--- src/rtl/config_table_loader.sv ---
// Assembles two-beat configuration entries (control beat, immediate beat) from a
// 512-bit stream into 1024-bit table rows and issues one write strobe per row.
module config_table_loader #(
   parameter int phit_size    = 512,
   parameter int dwidth_RFadd = 4,
   parameter int depth_RF     = 16,
   parameter int ctrl_width   = 21
) (
   input  logic                      clk,
   input  logic                      rst_n,
   input  logic                      load_start,
   input  logic [dwidth_RFadd-1:0]   load_base,
   input  logic [dwidth_RFadd:0]     load_count,
   input  logic [phit_size-1:0]      s_axis_tdata,
   input  logic                      s_axis_tvalid,
   input  logic                      s_axis_tlast,
   output logic                      s_axis_tready,
   output logic                      wr_en,
   output logic [dwidth_RFadd-1:0]   wr_add,
   output logic [2*phit_size-1:0]    wr_data,
   output logic                      busy,
   output logic                      done,
   output logic                      err,
   output logic [dwidth_RFadd:0]     entries_written
);

   localparam int aw = dwidth_RFadd;
   localparam logic [aw:0] max_count = (aw+1)'(depth_RF);
   localparam logic [aw:0] one       = (aw+1)'(1);

   typedef enum logic [1:0] {IDLE, CTRL, IMM, FLUSH} state_t;

   state_t                state;
   logic [aw-1:0]         base_q;
   logic [aw:0]           count_q;
   logic [ctrl_width-1:0] ctrl_q;
   logic                  hs;
   logic                  last_entry;

   assign hs         = s_axis_tvalid & s_axis_tready;
   // entries_written doubles as the index of the entry being assembled
   assign last_entry = (entries_written == count_q - one);

   always_ff @(posedge clk or negedge rst_n) begin
      if (!rst_n) begin
         state           <= IDLE;
         base_q          <= '0;
         count_q         <= '0;
         ctrl_q          <= '0;
         s_axis_tready   <= 1'b0;
         wr_en           <= 1'b0;
         wr_add          <= '0;
         wr_data         <= '0;
         busy            <= 1'b0;
         done            <= 1'b0;
         err             <= 1'b0;
         entries_written <= '0;
      end else begin
         // NOTE: pulse outputs default low each cycle and are raised only where needed;
         // every state register uses <= so all branches see the pre-edge values.
         wr_en <= 1'b0;
         done  <= 1'b0;
         case (state)
            IDLE: begin
               if (load_start) begin
                  err             <= 1'b0;
                  entries_written <= '0;
                  if (load_count != '0) begin
                     base_q        <= load_base;
                     count_q       <= (load_count > max_count) ? max_count : load_count;
                     state         <= CTRL;
                     busy          <= 1'b1;
                     s_axis_tready <= 1'b1;
                  end else begin
                     done <= 1'b1;
                  end
               end
            end
            CTRL: begin
               if (hs) begin
                  ctrl_q <= s_axis_tdata[ctrl_width-1:0];
                  if (s_axis_tlast) begin
                     err           <= 1'b1;
                     state         <= FLUSH;
                     s_axis_tready <= 1'b0;
                  end else begin
                     state <= IMM;
                  end
               end
            end
            IMM: begin
               if (hs) begin
                  wr_en           <= 1'b1;
                  wr_add          <= base_q + entries_written[aw-1:0];
                  wr_data         <= {s_axis_tdata, {(phit_size-ctrl_width){1'b0}}, ctrl_q};
                  entries_written <= entries_written + one;
                  if (last_entry) begin
                     state         <= FLUSH;
                     s_axis_tready <= 1'b0;
                     if (!s_axis_tlast) err <= 1'b1;
                  end else if (s_axis_tlast) begin
                     err           <= 1'b1;
                     state         <= FLUSH;
                     s_axis_tready <= 1'b0;
                  end else begin
                     state <= CTRL;
                  end
               end
            end
            FLUSH: begin
               done  <= 1'b1;
               busy  <= 1'b0;
               state <= IDLE;
            end
            default: state <= IDLE;
         endcase
      end
   end

endmodule
--- config.mk ---
export PLATFORM = sky130hd
export DESIGN_NAME = config_table_loader
export DESIGN_NICKNAME = d
export VERILOG_FILES = /design/src/rtl/config_table_loader.sv
export SDC_FILE = /design/constraint.sdc
export NUM_CORES = 1
export LEC_CHECK = 0
export CORE_AREA = 2 2 617 619
export CTS_CLUSTER_SIZE = 25
export DETAILED_ROUTE_END_ITERATION = 10
export DIE_AREA = 0 0 619 621
export HOLD_SLACK_MARGIN = 0.08
export PLACE_DENSITY = 0.3
export SLEW_MARGIN = 20
export SYNTH_ARGS = -nofsm -noshare
export SYNTH_HDL_FRONTEND = slang
export SYNTH_SLANG_ARGS = --single-unit
--- constraint.sdc ---
create_clock -name clk -period 2.3 [get_ports clk]
set_input_delay 0.23 -clock clk [delete_from_list [all_inputs] [get_ports clk]]
set_output_delay 0.23 -clock clk [all_outputs]
set_load 0.05 [all_outputs]
==> summary.md <==
| Metric | Value |
|---|---|
| Num rows | 226 |
| Fraction of registers with async set/reset | 100% |
| Leakage | 23.7 nW |
| DR iter-0 viols | 1,094 |
| Worst Setup Path Type | flip-flop to output pin |
| Number of antenna violations at the first check in global routing | 121 |
| Total of max-cap violations | 0 |
| DPL Wire Length | 191 mm |
| Area growth from synthesis to layout | 86.4% |
| Vias in the first global route | 25,500 |
| Mapped cell area | 25,800 sq um |
| Crit-path max FO | 2 |
| Vias/cell | 2.55 |
| Hold Crit Class | input port to flip-flop |
| Global route total overflow | 0 |
| Worst EP arrival | 1970 ps |
| First-pass GRT wire length | 279 mm |
| Reg-to-Reg Start | count_q[0] |
| Reg2reg end | err |
| Reg2reg path depth | 7 |
| Placed Cells incl. Taps | 8,975 |
| Sequential share of the synthesized area | 56.2% |
| CTS buffer count | 89 |
| Mapped Cells | 2,935 |
| Share of cells above drive strength 1 | 11.4% |
| Num ports | 1,564 |
| Drt wl/cell | 23.1 um |
| Antenna-violating nets left | 0 |
| Outcome | completed |
| Min cycle time layout | 2200 ps |
| Final non-filler cell total | 9,604 |
| CTS tree | done |
| Die Ht | 621 um |
| Initial Util | 6.82% |
| Setup TNS | 0 ps |
| Design Area, Final | 48,000 sq um |
| Critical Path Source | wr_data[580] |
| Vias | 24,500 |
| Clk_skew | 69.5 ps |
| Final slew viol count | 0 |
| Mean Syn Cell Area | 8.78 sq um |
| PD cells | 588 nW/um^2 |
| HP Start | s_axis_tdata[402] |
| Worst slew pin tran | 742 ps |
| Max Freq | 0.454 GHz |
| Placed cell area | 40,700 sq um |
| Final WL | 222 mm |
| RSZ-0062 raised after global routing | no |
| Startpoint type of the worst setup path | flip-flop |
| Pin count of the biggest net entering global routing | 104 |
| Synth Register Bits | 579 |
| Number of remaining DRC errors | 0 |
| Yosys warns | 0 |
| H-tree levels | 3 |
| Fin util | 12.7% |
| Flop2flop setup slack | 130 ps |
| Core region area | 378,000 sq um |
| CP Depth | 1 |
| Cells along the critical path | clkdlybuf4s50_1 |
| DR pass1 iterations | 5 |
| Worst Hold End | wr_data[914] |
| Crit share post-route | 95.7% |
| CTS Buffer Depth | 4 |
| Setup bufs post-CTS | 0 |
| Hold Path Cell Cnt | 3 |
| Buf/Inv on CP | 1 |
| Post-synth top flop | dfrtp_1 |
| Headroom to the max-slew limit | 50.7% |
| Slowest stage delay, CP | 810 ps |
| Worst Setup End Kind | output pin |
| EDFF count, synth | 0 |
| Crit-path slowest cell | clkdlybuf4s50_1 |
| Worst vdd ir | 0.541 mV |
| Die W | 619 um |
| Clock insertion delay at the later pin of the skew report | 820 ps |
| CTS root buffer | clkbuf_16 |
| Clock sink count | 579 |
| Input/output buffers | 1,072 |
| Hold slack | 140 ps |
| Synth cell types | 45 |
| DIE AREA | 384,000 sq um |
| Final setup fails | 0 |
| Clk slew on worst S/H paths | 60 ps |
| CP Data Required Time | 2070 ps |
| GRT Total Usage | 11.2% |
| Nets | 5,040 |
| Final hold vios | 0 |
| Routability cong. | 0.785 |
| Cell family with most CP delay | buffers and inverters |
==> report_power, final <==
| group | switching [W] | internal, W |
|---|---|---|
| Clock | 0.00564 | 0.00845 |
| Combinational | 0.00263 | 0.00134 |
| Sequential | 0.000000575 | 0.0102 |
| Total | 0.00827 | 0.0200 |
==> repair_timing <==
item	4_1_cts	5_1_grt
gates cloned	0	1
hold endpoints to repair	1045	0
setup endpoints to repair	163	8
hold buffers	451	0
gates resized for setup	168	6
==> cells in the final DEF (no fill, tap or decap), drive strengths merged, types with 16 or more instances in the layout <==
cell,count
dlygate4sd3,450
mux2,27
inv,16
buf,348
conb,491
clkdlybuf4s50,636
diode,19
dfrtp,579
nand2,1614
dlygate4sd2,160
clkbuf,131
==> layer usage <==
layer / wire length, um / track usage (%) / vias to the layer above
li1: - / - / 11100
met5: 218 / 0 / -
met4: 8850 / 3.55 / 6
met1: 72400 / 10.5 / 11800
met2: 115000 / 20.7 / 1152
met3: 25600 / 5.84 / 366
==> final cells by class <==
| cell class | count | area (sq um) |
|---|---|---|
| clock inverter | 28 | 349 |
| antenna | 19 | 47.5 |
| multi-input combinational | 2220 | 8900 |
| inverter | 11 | 48.8 |
| fill | 43500 | 330000 |
| timing repair buffer | 1601 | 15300 |
| sequential | 579 | 14500 |
| tap | 5016 | 6280 |
| clock buffer | 130 | 2580 |
==> worst max-delay path by stage <==
stage,endpoint,slack (ps)
final,wr_data[580],100
after floorplan,s_axis_tready,280
after CTS,wr_data[8],0.3
after global placement,err,140
after global routing,wr_data[515],0.4
after detailed placement,wr_data[856],170
==> Yosys cell counts (2+ instances only) <==
cell type | instances | share of area (%)
a21oi_1 | 5 | 0.097
dfrtp_1 | 579 | 56
inv_1 | 10 | 0.15
nand2_1 | 1614 | 24
and3_1 | 2 | 0.049
ha_1 | 11 | 0.53
o21ai_0 | 14 | 0.27
xor2_1 | 6 | 0.20
nor3_1 | 2 | 0.039
nand3_1 | 4 | 0.078
nor2b_1 | 3 | 0.073
nand2b_1 | 3 | 0.073
buf_4 | 491 | 14
o211ai_1 | 2 | 0.058
a31oi_1 | 2 | 0.049
buf_1 | 5 | 0.073
mux2_2 | 27 | 1.2
clkbuf_1 | 95 | 1.4
buf_2 | 22 | 0.43
mux2i_1 | 2 | 0.078
nor2_1 | 6 | 0.087
xnor2_1 | 5 | 0.17
nand4_1 | 3 | 0.073
==> stage by stage <==
| stage | worst slack [ps] | power [W] |
|---|---|---|
| 5_1_grt | 0.355 | 0.0295 |
| 6_report | 97.8 | 0.0283 |
| 2_1_floorplan | 285 | 0.0128 |
| 4_1_cts | 0.348 | 0.0291 |
| 3_5_place_dp | 167 | 0.0136 |
| 3_3_place_gp | 137 | 0.0136 |
==> state kept, by name (all words and copies together) (netlist names) <==
signal and flops:
err 1, count_q 5, entries_written 5, ctrl_q 21, wr_data 533, wr_en 1, done 1, state 2
base_q 4, busy 1, wr_add 4, s_axis_tready 1
==> kinds of logic after synthesis <==
kind of cell,share of synthesized area (%)
AOI/OAI and AO/OA,0.835
xor gates and xnor gates,0.374
adders and majority gates,0.612
buffers and inverters,16.4
DFF,56.2
muxes,1.26
other,0.0145
and+or+nand+nor,24.2
(Power assumes the default switching activity.)
